$ cat config.mk
export PLATFORM = sky130hd
export DESIGN_NAME = seq_detect_scheduler_flat
export DESIGN_NICKNAME = d
export VERILOG_FILES = /design/src/rtl/seq_detect_scheduler_if.sv /design/src/rtl/seq_detect_scheduler.sv /design/src/flat_wrapper.sv
export SDC_FILE = /design/constraint.sdc
export NUM_CORES = 1
export LEC_CHECK = 0
export CORE_ASPECT_RATIO = 0.8
export CORE_MARGIN = 2
export CORE_UTILIZATION = 50
export DETAILED_ROUTE_END_ITERATION = 8
export DONT_BUFFER_PORTS = 1
export GPL_TIMING_DRIVEN = 0
export PLACE_DENSITY = 0.63
export SYNTH_ARGS = -nofsm -noshare
export SYNTH_HDL_FRONTEND = slang
export SYNTH_SLANG_ARGS = --single-unit
$ cat constraint.sdc
create_clock -name clk -period 7.5 [get_ports clk]
set_clock_uncertainty 0.05 [all_clocks]
set_input_delay 0.75 -clock clk [delete_from_list [all_inputs] [get_ports clk]]
set_output_delay 0.75 -clock clk [all_outputs]
set_load 0.02 [all_outputs]
$ cat src/rtl/seq_detect_scheduler_if.sv
// Bundle of the per-channel bit handshake, the match event and the counter read port of
// seq_detect_scheduler.
//   master : serial front-end / status side (drives bit_valid, bit_in, cnt_sel)
//   slave  : the scheduler (drives bit_ready, match_valid, match_ch, cnt_data)
//   bit_valid/bit_in/bit_ready : NCH-wide per-channel bit offer, bit and grant
//   match_valid/match_ch       : registered match pulse and its channel tag
//   cnt_sel/cnt_data           : combinational read of one per-channel match counter
interface seq_detect_scheduler_if #(
  parameter int unsigned NCH   = 4,
  parameter int unsigned CNT_W = 8
);
  localparam int unsigned CHW = (NCH > 1) ? $clog2(NCH) : 1;

  logic [NCH-1:0]   bit_valid;
  logic [NCH-1:0]   bit_in;
  logic [NCH-1:0]   bit_ready;
  logic             match_valid;
  logic [CHW-1:0]   match_ch;
  logic [CHW-1:0]   cnt_sel;
  logic [CNT_W-1:0] cnt_data;

  modport master (
    output bit_valid, bit_in, cnt_sel,
    input  bit_ready, match_valid, match_ch, cnt_data
  );

  modport slave (
    input  bit_valid, bit_in, cnt_sel,
    output bit_ready, match_valid, match_ch, cnt_data
  );
endinterface

$ cat src/rtl/seq_detect_scheduler.sv
// One overlapping serial pattern detector time-shared among NCH bit channels. A round-robin
// arbiter accepts at most one bit per cycle; each channel keeps its own history and fill
// count, so every channel behaves as an independent detector. Matches produce a tagged,
// one-cycle-latency event and bump a saturating per-channel counter.
// Ports:
//   clk     : clock, rising edge
//   rst_n   : asynchronous active-low reset
//   i_en    : arbitration enable (0 = accept nothing)
//   i_clear : synchronous clear of all context, counters, pointer and match output
//   io_bus  : slave side of seq_detect_scheduler_if (bit handshake, match event, counter read)
module seq_detect_scheduler #(
  parameter int unsigned        NCH     = 4,
  parameter int unsigned        PAT_LEN = 3,
  parameter logic [PAT_LEN-1:0] PATTERN = 3'b101,
  parameter int unsigned        CNT_W   = 8
) (
  input  logic                   clk,
  input  logic                   rst_n,
  input  logic                   i_en,
  input  logic                   i_clear,
  seq_detect_scheduler_if.slave  io_bus
);

  localparam int unsigned CHW = (NCH > 1) ? $clog2(NCH) : 1;
  localparam int unsigned HW  = PAT_LEN - 1;
  localparam int unsigned FW  = $clog2(PAT_LEN);
  localparam logic [FW-1:0]  FILL_MAX = FW'(PAT_LEN - 1);
  localparam logic [CHW-1:0] LAST_RST = CHW'(NCH - 1);

  logic [NCH-1:0][HW-1:0]    r_hist;
  logic [NCH-1:0][FW-1:0]    r_fill;
  logic [NCH-1:0][CNT_W-1:0] r_cnt;
  logic [CHW-1:0]            r_last;
  logic                      r_match_valid;
  logic [CHW-1:0]            r_match_ch;

  logic [NCH-1:0]  w_grant;
  logic [CHW-1:0]  w_gnt_idx;
  logic            w_accept;
  logic            w_bit;
  logic [HW-1:0]   w_hist;
  logic [FW-1:0]   w_fill;
  logic [HW:0]     w_win;
  logic            w_match;

  // (base + k) mod NCH, evaluated in 32 bits so non-power-of-two NCH wraps correctly.
  function automatic logic [CHW-1:0] wrap_idx(input logic [CHW-1:0] base, input int unsigned k);
    int unsigned s;
    s = 32'(base) + k;
    return CHW'(s % NCH);
  endfunction

  // Round-robin: first valid channel starting just after the last granted one.
  always_comb begin
    logic [CHW-1:0] idx;
    w_grant   = '0;
    w_gnt_idx = '0;
    w_accept  = 1'b0;
    idx       = '0;
    if (i_en && !i_clear) begin
      for (int unsigned k = 1; k <= NCH; k++) begin
        idx = wrap_idx(r_last, k);
        if (!w_accept && io_bus.bit_valid[idx]) begin
          w_accept       = 1'b1;
          w_gnt_idx      = idx;
          w_grant[idx]   = 1'b1;
        end
      end
    end
  end

  // Grant is only ever given to a valid channel, so a grant is an acceptance.
  assign io_bus.bit_ready = w_grant;

  assign w_bit   = io_bus.bit_in[w_gnt_idx];
  assign w_hist  = r_hist[w_gnt_idx];
  assign w_fill  = r_fill[w_gnt_idx];
  assign w_win   = {w_hist, w_bit};
  // Fill guard stops a fresh channel from matching on reset-zero history.
  assign w_match = w_accept && (w_fill == FILL_MAX) && (w_win == PATTERN);

  always_ff @(posedge clk or negedge rst_n) begin
    if (!rst_n) begin
      r_hist        <= '0;
      r_fill        <= '0;
      r_cnt         <= '0;
      r_last        <= LAST_RST;
      r_match_valid <= 1'b0;
      r_match_ch    <= '0;
    end else if (i_clear) begin
      r_hist        <= '0;
      r_fill        <= '0;
      r_cnt         <= '0;
      r_last        <= LAST_RST;
      r_match_valid <= 1'b0;
      r_match_ch    <= '0;
    end else begin
      r_match_valid <= w_match;
      if (w_match) begin
        r_match_ch <= w_gnt_idx;
      end
      if (w_accept) begin
        r_last            <= w_gnt_idx;
        // History keeps shifting through a match, giving overlapping detection.
        r_hist[w_gnt_idx] <= w_win[HW-1:0];
        if (w_fill != FILL_MAX) begin
          r_fill[w_gnt_idx] <= w_fill + 1'b1;
        end
        if (w_match && (r_cnt[w_gnt_idx] != '1)) begin
          r_cnt[w_gnt_idx] <= r_cnt[w_gnt_idx] + 1'b1;
        end
      end
    end
  end

  assign io_bus.match_valid = r_match_valid;
  assign io_bus.match_ch    = r_match_ch;

  // Out-of-range selects (NCH not a power of two) read as zero.
  assign io_bus.cnt_data = ({1'b0, io_bus.cnt_sel} < (CHW + 1)'(NCH)) ?
                           r_cnt[io_bus.cnt_sel] : '0;

endmodule

$ cat src/flat_wrapper.sv
// flat-port wrapper written by rule: the top's interface ports become plain ports
module seq_detect_scheduler_flat 
#(
  parameter int unsigned        NCH     = 4,
  parameter int unsigned        PAT_LEN = 3,
  parameter logic [PAT_LEN-1:0] PATTERN = 3'b101,
  parameter int unsigned        CNT_W   = 8
)
  (clk, rst_n, i_en, i_clear, io_bus_bit_valid, io_bus_bit_in, io_bus_cnt_sel, io_bus_bit_ready, io_bus_match_valid, io_bus_match_ch, io_bus_cnt_data);
  seq_detect_scheduler_if #(.NCH(NCH), .CNT_W(CNT_W)) io_bus_i ();
  input  logic clk;
  input  logic rst_n;
  input  logic i_en;
  input  logic i_clear;
  input wire logic [$bits(io_bus_i.bit_valid)-1:0] io_bus_bit_valid;
  input wire logic [$bits(io_bus_i.bit_in)-1:0] io_bus_bit_in;
  input wire logic [$bits(io_bus_i.cnt_sel)-1:0] io_bus_cnt_sel;
  output wire logic [$bits(io_bus_i.bit_ready)-1:0] io_bus_bit_ready;
  output wire logic [$bits(io_bus_i.match_valid)-1:0] io_bus_match_valid;
  output wire logic [$bits(io_bus_i.match_ch)-1:0] io_bus_match_ch;
  output wire logic [$bits(io_bus_i.cnt_data)-1:0] io_bus_cnt_data;
  assign io_bus_i.bit_valid = io_bus_bit_valid;
  assign io_bus_i.bit_in = io_bus_bit_in;
  assign io_bus_i.cnt_sel = io_bus_cnt_sel;
  assign io_bus_bit_ready = io_bus_i.bit_ready;
  assign io_bus_match_valid = io_bus_i.match_valid;
  assign io_bus_match_ch = io_bus_i.match_ch;
  assign io_bus_cnt_data = io_bus_i.cnt_data;
  seq_detect_scheduler #(.NCH(NCH), .PAT_LEN(PAT_LEN), .PATTERN(PATTERN), .CNT_W(CNT_W)) u_core (.clk(clk), .rst_n(rst_n), .i_en(i_en), .i_clear(i_clear), .io_bus(io_bus_i));
endmodule
==> results of run 1 <==
-- cells in the mapped netlist, types with 2 or more instances --
cell	count
o211ai_1	6
clkbuf_1	12
nor3_1	5
inv_1	5
dfrtp_1	51
o21ai_1	3
a221o_1	4
or3_1	2
a311oi_1	2
nand3_1	16
o2111ai_1	2
nor2_1	36
o31ai_1	4
mux2i_1	17
a21o_1	2
o21a_1	2
nand4_1	4
a21oi_1	5
dfstp_2	2
buf_2	3
nor4_2	2
xor2_1	5
buf_4	2
ha_1	10
a31oi_1	7
mux4_2	13
xnor2_1	2
nand2b_1	2
and3_1	8
nor2b_1	10
nor4_1	2
nand2_1	58
a211oi_1	14
a22oi_1	4
a22o_1	2
a221oi_1	4
buf_6	4
mux2_2	7
o21ai_0	15
-- layout make-up --
type                            instances  area share, %
Multi-Input combinational cell        296          56.00
Clock inverter                          2         0.9153
Tap cell                               87          2.844
Inverter                                6         0.5884
Buffer                                 21          3.138
Sequential cell                        53          34.72
Clock buffer                            5          1.798
-- state kept, by name, indices dropped and copies added (netlist names) --
signal / flops
u_core.r_hist: 8
u_core.io_bus.match_ch: 2
u_core.r_fill: 8
u_core.r_cnt: 32
u_core.r_last: 2
u_core.io_bus.match_valid: 1
-- through the flow --
step	setup WS, ps	util (%)	instances	instance area, µm²	total power, µW
2_1_floorplan	2701	-	376	3615	418.5
3_3_place_gp	1918	53.51	463	3724	450.4
3_5_place_dp	1848	53.51	463	3724	453.5
4_1_cts	1811	55.00	470	3827	644.8
5_1_grt	1497	55.00	470	3827	672.1
6_report	1739	55.00	470	3827	644.8
-- worst max-delay path: cells and delay by family, from the launching register on --
family | cells | cell delay (ps)
simple gates | 4 | 940
buf+inv | 4 | 810
fa+ha+maj | 2 | 830
compound gates | 5 | 1780
mux | 1 | 600
flops | 1 | 630
-- logic make-up after synthesis --
group                      Yosys count  share of synthesized area, %
and+or+nand+nor                    154                         20.35
AOI/OAI and AO/OA                   86                         17.69
DFF                                 53                         36.76
muxes                               39                         16.10
buffers and inverters               27                         3.946
adders and majority gates           10                         3.461
xor gates and xnor gates             7                         1.696
-- layer usage --
| layer | track usage (%) | vias to the layer above | share of wire (%) |
|---|---|---|---|
| li1 | - | 1409 | - |
| met1 | 40.49 | 1520 | 47 |
| met2 | 38.85 | 151 | 43 |
| met3 | 3.220 | 19 | 8.1 |
| met4 | 7.123 | 0 | 1.7 |
| met5 | 0 | - | 0 |
-- worst max path at each step --
stage,startpoint,endpoint,slack (ps),cells past startpoint
2_1_floorplan,u_core.r_last[0]$_DFFE_PN1P_,u_core.r_cnt[0]$_DFFE_PN0P_,2700,18
3_3_place_gp,u_core.r_last[0]$_DFFE_PN1P_,u_core.r_cnt[6]$_DFFE_PN0P_,1920,16
3_5_place_dp,u_core.r_last[0]$_DFFE_PN1P_,u_core.r_cnt[6]$_DFFE_PN0P_,1850,16
4_1_cts,u_core.r_last[0]$_DFFE_PN1P_,u_core.r_cnt[6]$_DFFE_PN0P_,1810,16
5_1_grt,u_core.r_last[0]$_DFFE_PN1P_,u_core.r_cnt[31]$_DFFE_PN0P_,1500,18
6_report,u_core.r_last[0]$_DFFE_PN1P_,u_core.r_cnt[0]$_DFFE_PN0P_,1740,16
-- power by group through the flow --
stage	sequential, µW	combinational, µW	clock, µW
2_1_floorplan	307	111	0
3_3_place_gp	309	141	0
3_5_place_dp	309	144	0
4_1_cts	304	144	196
5_1_grt	305	160	207
6_report	304	146	195
==> results.md, run 1 <==
* Number of vias per cell at 6.594
* Clock network power share at 30.2%
* Top cell type's share of synthesized area at 35.31%
* Multi-input logic area at 2143 µm²
* Final Hold Violating Endpoints at 0
* Post-synth cell types at 61
* FF-to-FF End: u_core.r_cnt[0]$_DFFE_PN0P_
* Row Count at 27
* Critical path peak fanout at 10
* Post-Route Setup TNS at 0 ps
* Max-cap violations at 0
* Post-CTS setup buffers at 0
* DIE HEIGHT at 80.05 µm
* HP Class: input pin to async pin
* Dpl hpwl at 7191 µm
* Vias at 3099
* Primary FF master, synth: dfrtp_1
* Fillers at 626
* RSZ-0062 raised after global routing: false
* First-pass GRT wire length at 16070 µm
* Layout cells sized above 1 at 13.32%
* Average cell area after synthesis at 9.614 µm²
* Switch share at 31.01%
* Drt pass-1 iters at 5
* Maximum clock rate at 173.6 MHz
* Largest stage delay, worst path at 630 ps
* Crit path DAT at 5910 ps
* Worst R2R Path Depth at 16
* Logic pwr share at 22.6%
* Setup-failing EPs final at 0
* Hold_ws at 72.49 ps
* DRT antenna net count at 0
* Power share of the sequential group at 47.2%
* Flip-flop and latch count after synthesis at 53
* Area growth from synthesis to layout at 5.884%
* Cts repair resizes at 0
* Syn_nets at 400
* CTS tree: yes
* Full die area at 7930 µm²
* Synthesized cell area at 3615 µm²
* Initial antenna violation count at 0
* Skew-Pair Late Insertion Delay at 310 ps
* Clk sink count at 53
* Area occupied by registers at 1329 µm²
* Vias in the first global route at 2945
* GRT Overall Usage at 26.24%
* Synthesized instance count at 376
* Commonest cells after routing, fill and taps aside: nand2_1, dfrtp_1, nor2_1
* Slew HR at 51.07%
* Top post-synthesis cells by area: dfrtp_1, mux4_2, nand2_1
* H-tree depth at 2
* Crit-path slowest cell: dfstp_2
* Drt total wl at 10040 µm
* Worst Max-Slew Pin Slew at 733.2 ps
* Root Driver: clkbuf_8
* N_diodes at 0
* CP Data Required Time at 7650 ps
* Yosys warnings at 0
* Worst-path clk slew at 90 ps
* CTS Buf Count at 5
* Int Pwr at 444.8 µW
* Net Switching at 200.0 µW
* Nets at 407
* Die width at 99.06 µm
* DRC Markers at 0
* Async set-reset flop share out of synthesis at 100.0%
* Worst IR Drop VDD at 0.08810 mV
* RR Startpoint: u_core.r_last[0]$_DFFE_PN1P_
* Status: finished clean
* GRT overflow at 0
* Power Density at 168.5 nW/µm²
* I/O pins at 29
* Worst path cell trace: buf_6, inv_1, ha_1, mux4_2, nor4b_2, a211o_1, nand3_1, clkbuf_1, a31oi_1, ha_1, nand2_1, o22ai_2, a32o_2, buf_6, nor4_1, a221o_1
* GP Congestion at 0.8304
* Most common cell after layout, fill and taps aside: nand2_1
* CP Class: flop to flop
* Port Buffers at 0
* First DRT Iteration DRCs at 277
* Slew Viols, Final at 0
* Largest net degree at the start of global routing at 54
* Drt wl/cell at 21.37 µm
* Initial core utilization at 51.94%
* Startpoint Class: flop
* Seq/Total Area, Yosys at 36.76%
* P_leak at 0.001556 µW
* Worst R2R Setup Slack at 1740 ps
* Tmin final at 5761 ps
* Core Footprint at 6959 µm²
* Clk buf depth at 2
* Worst setup EP type: flop
* Yosys top cell by area: dfrtp_1
* Number of enable flip-flop cells after synthesis at 0
* Period utilization at 76.82%
* Hold-fix buffers, CTS at 0
No activity file was read; power rests on OpenSTA's default activity.
==> run 2: changes to the inputs <==
PLACE_DENSITY = 0.66   (was 0.63)
clock period = 4.9 ns   (was 7.5 ns; I/O delays follow)
==> results.md, run 2 (synthesis gave the netlist of run 1 again) <==
* Initial core utilization at 51.94% (unchanged)
* Most common cell after layout, fill and taps aside: nand2_1 (unchanged)
* Area growth from synthesis to layout at 14.95% (was 5.884%)
* Reg with most FFs: u_core.r_cnt (unchanged)
* RR Startpoint: u_core.r_last[0]$_DFFE_PN1P_ (unchanged)
* Fin area at 4155 µm² (was 3827 µm²)
* N_diodes at 0 (unchanged)
* Crit path launch: u_core.r_last[0]$_DFFE_PN1P_ (unchanged)
* GRT overflow at 0 (unchanged)
* Worst path cell trace: buf_8, clkinvlp_4, ha_4, mux4_2, or3_4, o31a_1, and3_1, buf_6, buf_6, and3_1, a31oi_1, ha_2, nand2_2, or3_4, a32o_2, buf_6, a221o_1 (was buf_6, inv_1, ha_1, mux4_2, nor4b_2, a211o_1, nand3_1, clkbuf_1, a31oi_1, ha_1, nand2_1, o22ai_2, a32o_2, buf_6, nor4_1, a221o_1)
* Drt pass-1 iters at 5 (unchanged)
* First DRT Iteration DRCs at 422 (was 277)
* Buf/Inv on CP at 5 (was 4)
* Max-cap violations at 0 (unchanged)
* Skew-Pair Late Insertion Delay at 320 ps (was 310 ps)
* Initial antenna violation count at 0 (unchanged)
* DP Area at 3724 µm² (unchanged)
* HP Class: input pin to flop (was input pin to async pin)
* CTS Buf Count at 5 (unchanged)
* Crit path DAT at 4910 ps (was 5910 ps)
* Row Count at 27 (unchanged)
* Status: finished clean (unchanged)
* Maximum clock rate at 209.9 MHz (was 173.6 MHz)
* Clk sink count at 53 (unchanged)
* Worst Max-Slew Pin Slew at 708.3 ps (was 733.2 ps)
* Layout cells sized above 1 at 22.41% (was 13.32%)
* Final Util at 59.71% (was 55.00%)
* Port Buffers at 0 (unchanged)
* Number of vias per cell at 6.817 (was 6.594)
* Nets at 429 (was 407)
* Worst setup EP type: flop (unchanged)
* DRC Markers at 0 (unchanged)
* Period utilization at 97.21% (was 76.82%)
* I/O pins at 29 (unchanged)
* Startpoint Class: flop (unchanged)
* DRT antenna net count at 0 (unchanged)
* Cell repeated most along the worst path: buf_6
* Slew HR at 52.78% (was 51.07%)
* Largest net degree at the start of global routing at 54 (unchanged)
* Fillers at 582 (was 626)
* Worst-path clk slew at 100 ps (was 90 ps)
* Final Hold Violating Endpoints at 0 (unchanged)
* Vias at 3361 (was 3099)
* H-tree depth at 2 (unchanged)
* Max reg flops at 32 (unchanged)
* Slew Viols, Final at 0 (unchanged)
* Worst IR Drop VDD at 0.1513 mV (was 0.08810 mV)
* Largest registers: u_core.r_cnt (32), u_core.r_fill (8), u_core.r_hist (8) (unchanged)
* Drt total wl at 10930 µm (was 10040 µm)
* Commonest cells after routing, fill and taps aside: nand2_1, dfrtp_1, nor2_1 (unchanged)
* Crit-path slowest cell: dfstp_2 (unchanged)
* Vias in the first global route at 3211 (was 2945)
* Clk buf depth at 2 (unchanged)
* Full die area at 7930 µm² (unchanged)
* Power Density at 249.5 nW/µm² (was 168.5 nW/µm²)
* Root Driver: clkbuf_8 (unchanged)
* Cell family with most CP delay: simple AND/OR/NAND/NOR gates (was compound AO/OA/AOI/OAI gates)
* Die width at 99.06 µm (unchanged)
* Setup-failing EPs final at 0 (unchanged)
* Multi-input logic area at 2257 µm² (was 2143 µm²)
* Tmin final at 4763 ps (was 5761 ps)
* P_leak at 0.001689 µW (was 0.001556 µW)
* Drt wl/cell at 22.18 µm (was 21.37 µm)
* First-pass GRT wire length at 17250 µm (was 16070 µm)
* GRT Overall Usage at 28.11% (was 26.24%)
* Worst hold start: io_bus_bit_in[3]
* GP Congestion at 0.9247 (was 0.8304)
* CTS tree: yes (unchanged)
* Critical path peak fanout at 10 (unchanged)
* Area occupied by registers at 1329 µm² (unchanged)
* CP Class: flop to flop (unchanged)
* Dpl hpwl at 7069 µm (was 7191 µm)
* Total power at 1037 µW (was 644.8 µW)
* CP Data Required Time at 5050 ps (was 7650 ps)
* Core Footprint at 6959 µm² (unchanged)
* DIE HEIGHT at 80.05 µm (unchanged)
* Largest stage delay, worst path at 570 ps (was 630 ps)
run 2: changes by cell type in the layout (fill, tap and decap cells not counted), sizes merged:
| cell | before | now |
|---|---|---|
| dlygate4sd3 | 0 | 1 |
| bufinv | 1 | 0 |
| buf | 9 | 31 |
| clkinv | 2 | 3 |
| inv | 5 | 4 |
| clkinvlp | 0 | 1 |
run 2: timing repair:
item / in CTS / in global routing
pin swaps: 2 / 3
hold buffers: 2 / 0
hold endpoints to repair: 53 / 0
setup endpoints to repair: 34 / 33
buffers inserted: 5 / 15
resized for setup: 19 / 20
run 2: report_power, final:
| part | leakage (µW) | switching (µW) | total, µW | internal [µW] |
|---|---|---|---|---|
| Combinational | 0.000908 | 182 | 303 | 121 |
| Clock | 0.0000512 | 157 | 272 | 115 |
| Sequential | 0.000731 | 10.6 | 462 | 451 |
run 2: worst paths after layout:
| path | endpoint | slack, ps | cells after the start |
|---|---|---|---|
| worst max register to register | u_core.r_cnt[6]$_DFFE_PN0P_ | 140 | 17 |
| worst min-delay path | u_core.r_hist[6]$_DFFE_PN0P_ | 250 | 2 |
| max in group asynchronous | u_core.r_last[1]$_DFFE_PN1P_ | 3890 | 2 |
| worst max-delay path | u_core.r_cnt[6]$_DFFE_PN0P_ | 140 | 17 |
| worst min register to register | u_core.r_fill[6]$_DFFE_PN0P_ | 440 | 1 |
| min in group asynchronous | u_core.r_fill[5]$_DFFE_PN0P_ | 630 | 2 |
run 2: per-layer routing:
metal  track usage (%)  part of all wire [%]  wire length, µm
met5                 0                     0                0
met4             9.178                   3.2              347
met3             5.048                   9.8             1070
met2             40.95                    45             4902
met1             42.41                    42             4613
run 2: layout make-up:
| type | instances | share of cell area [%] |
|---|---|---|
| Inverter | 6 | 0.6323 |
| Tap cell | 87 | 2.620 |
| Multi-Input combinational cell | 296 | 54.32 |
| Timing Repair Buffer | 22 | 4.517 |
| Clock buffer | 6 | 1.987 |
| Clock inverter | 2 | 0.3312 |
| Sequential cell | 53 | 31.98 |
| Buffer | 21 | 3.613 |
run 2: through the flow:
| stage | setup WS [ps] | hold WS [ps] | instances | setup TNS [ps] |
|---|---|---|---|---|
| 5_1_grt | -48.19 | 257.1 | 493 | -71.46 |
| 3_5_place_dp | -729.1 | 145.9 | 463 | -18740 |
| 2_1_floorplan | 101.5 | 144.4 | 376 | 0 |
| 4_1_cts | 5.036 | 250.6 | 478 | 0 |
| 3_3_place_gp | -686.3 | 145.9 | 463 | -16710 |
| 6_report | 136.6 | 252.7 | 493 | 0 |
==> run 3: changes to the inputs <==
CAP_MARGIN = 10   (was default)
PLACE_DENSITY = 0.63   (was 0.66)
SLEW_MARGIN = 20   (was default)
clock period = 4.8 ns   (was 4.9 ns; I/O delays follow)
==> results.md, run 3 (synthesis gave the netlist of run 1 again) <==
* Full die area at 7930 µm² (unchanged)
* Largest registers: u_core.r_cnt (32), u_core.r_fill (8), u_core.r_hist (8) (unchanged)
* Clk sink count at 53 (unchanged)
* Worst Max-Slew Pin Slew at 739.8 ps (was 708.3 ps)
* Fin area at 4153 µm² (was 4155 µm²)
* Worst setup EP type: flop (unchanged)
* Period utilization at 98.26% (was 97.21%)
* Worst-path clk slew at 90 ps (was 100 ps)
* Most common cell after layout, fill and taps aside: nand2_1 (unchanged)
* CTS tree: yes (unchanged)
* N_diodes at 0 (unchanged)
* Worst path cell trace: buf_8, clkinvlp_4, ha_4, mux4_2, or3_4, o31a_1, and3_1, buf_6, buf_6, and3_1, a31oi_4, ha_4, nand2_1, o22ai_4, a32o_2, buf_8, nor4_1, a221o_1 (was buf_8, clkinvlp_4, ha_4, mux4_2, or3_4, o31a_1, and3_1, buf_6, buf_6, and3_1, a31oi_1, ha_2, nand2_2, or3_4, a32o_2, buf_6, a221o_1)
* Core Footprint at 6959 µm² (unchanged)
* Area growth from synthesis to layout at 14.88% (was 14.95%)
* Skew-Pair Late Insertion Delay at 310 ps (was 320 ps)
* Max reg flops at 32 (unchanged)
* Final Util at 59.67% (was 59.71%)
* P_leak at 0.001669 µW (was 0.001689 µW)
* Slew HR at 50.68% (was 52.78%)
* HP Class: input pin to flop (unchanged)
* Hold_ws at 238.0 ps (was 252.7 ps)
* CTS Buf Count at 5 (unchanged)
* Setup-failing EPs final at 0 (unchanged)
* DRT antenna net count at 0 (unchanged)
* CP Class: flop to flop (unchanged)
* Final Hold Violating Endpoints at 0 (unchanged)
* I/O pins at 29 (unchanged)
* Largest stage delay, worst path at 580 ps (was 570 ps)
* Maximum clock rate at 212.0 MHz (was 209.9 MHz)
* Number of vias per cell at 6.588 (was 6.817)
* Critical path peak fanout at 10 (unchanged)
* Worst R2R Setup Slack at 80 ps (was 140 ps)
* Reg with most FFs: u_core.r_cnt (unchanged)
* Fillers at 586 (was 582)
* Status: finished clean (unchanged)
* First-pass GRT wire length at 16800 µm (was 17250 µm)
* Die width at 99.06 µm (unchanged)
* Root Driver: clkbuf_8 (unchanged)
* Power Density at 258.9 nW/µm² (was 249.5 nW/µm²)
* Vias in the first global route at 3068 (was 3211)
* Crit path launch: u_core.r_last[0]$_DFFE_PN1P_ (unchanged)
* First DRT Iteration DRCs at 275 (was 422)
* DRC Markers at 0 (unchanged)
* Max-cap violations at 0 (unchanged)
* RR Startpoint: u_core.r_last[0]$_DFFE_PN1P_ (unchanged)
* Crit-path slowest cell: mux4_2 (was dfstp_2)
* Drt total wl at 10620 µm (was 10930 µm)
* Row Count at 27 (unchanged)
* Vias at 3202 (was 3361)
* GRT overflow at 0 (unchanged)
* Initial core utilization at 51.94% (unchanged)
* Dpl hpwl at 7191 µm (was 7069 µm)
* Worst IR Drop VDD at 0.1383 mV (was 0.1513 mV)
* Crit path DAT at 4870 ps (was 4910 ps)
* Nets at 423 (was 429)
* Drt wl/cell at 21.84 µm (was 22.18 µm)
* DP Area at 3724 µm² (unchanged)
* DIE HEIGHT at 80.05 µm (unchanged)
* Port Buffers at 0 (unchanged)
* Slew Viols, Final at 0 (unchanged)
* Worst R2R Path Depth at 18 (was 17)
* GP Congestion at 0.8304 (was 0.9247)
* Worst hold start: io_bus_bit_in[2] (was io_bus_bit_in[3])
* Clk buf depth at 2 (unchanged)
* Startpoint Class: flop (unchanged)
* Commonest cells after routing, fill and taps aside: nand2_1, dfrtp_1, nor2_1 (unchanged)
* Drt pass-1 iters at 5 (unchanged)
* GRT Overall Usage at 27.41% (was 28.11%)
* Initial antenna violation count at 0 (unchanged)
* H-tree depth at 2 (unchanged)
* CP Data Required Time at 4950 ps (was 5050 ps)
* Layout cells sized above 1 at 20.80% (was 22.41%)
* Hold path depth at 2 (unchanged)
* Largest net degree at the start of global routing at 54 (unchanged)
* Post-Route Setup TNS at 0 ps (unchanged)
* Tmin final at 4716 ps (was 4763 ps)
run 3: changes by cell type in the layout (fill, tap and decap cells not counted), sizes merged:
cell    delta
buf        -5
bufinv     +1
clkbuf     -2
clkinv     -1
run 3: power by group:
group          total [µW]  internal, µW  switching, µW
registers             471           460           10.3
clock network         303           152            151
logic                 301           119            183
run 3: critical path: cells and delay by family, from the launching register on:
family	cells	cell delay, ps
AOI/OAI and AO/OA	5	1360
adders and majority gates	2	500
buffers and inverters	5	680
DFF	1	570
muxes	1	580
and+or+nand+nor	5	840
run 3: path summary, 6_finish.rpt:
check,end
max in group asynchronous,u_core.r_last[1]$_DFFE_PN1P_
worst min register to register,u_core.r_fill[6]$_DFFE_PN0P_
min in group asynchronous,u_core.r_cnt[16]$_DFFE_PN0P_
worst max register to register,u_core.r_cnt[0]$_DFFE_PN0P_
worst min-delay path,u_core.r_hist[4]$_DFFE_PN0P_
worst max-delay path,u_core.r_cnt[0]$_DFFE_PN0P_
run 3: area by class of cell:
class                      instances  area [µm²]  area share [%]
buffer                            20       146.4           3.525
clock buffer                       5       68.82           1.657
clock inverter                     2       35.03          0.8436
inverter                           6       26.28          0.6327
multi-input combinational        296        2276           54.81
sequential                        53        1329           32.00
tap                               87       108.9           2.621
timing repair buffer              17       162.7           3.917
run 3: repair_timing:
item,4_1_cts,5_1_grt
pin swaps,3,6
resized for setup,23,18
hold buffers,2,0
endpoints found under the setup margin,39,34
endpoints found under the hold margin,53,0
setup buffers,6,9
run 3: metal layers:
metal | vias to the layer above | share of wire, % | GRT usage, %
li1 | 1443 | - | -
met1 | 1577 | 46 | 41.67
met2 | 158 | 45 | 41.01
met3 | 24 | 7.3 | 3.916
met4 | 0 | 1.9 | 7.260
met5 | - | 0 | 0
run 3: through the flow:
| stage | instances | setup WS (ps) | power (µW) |
|---|---|---|---|
| after global placement | 463 | -781.6 | 703.7 |
| after detailed placement | 463 | -851.8 | 708.6 |
| after global routing | 486 | -26.30 | 1121 |
| after CTS | 478 | 8.941 | 1049 |
| after floorplan | 376 | 1.476 | 653.9 |
| final | 486 | 83.55 | 1075 |
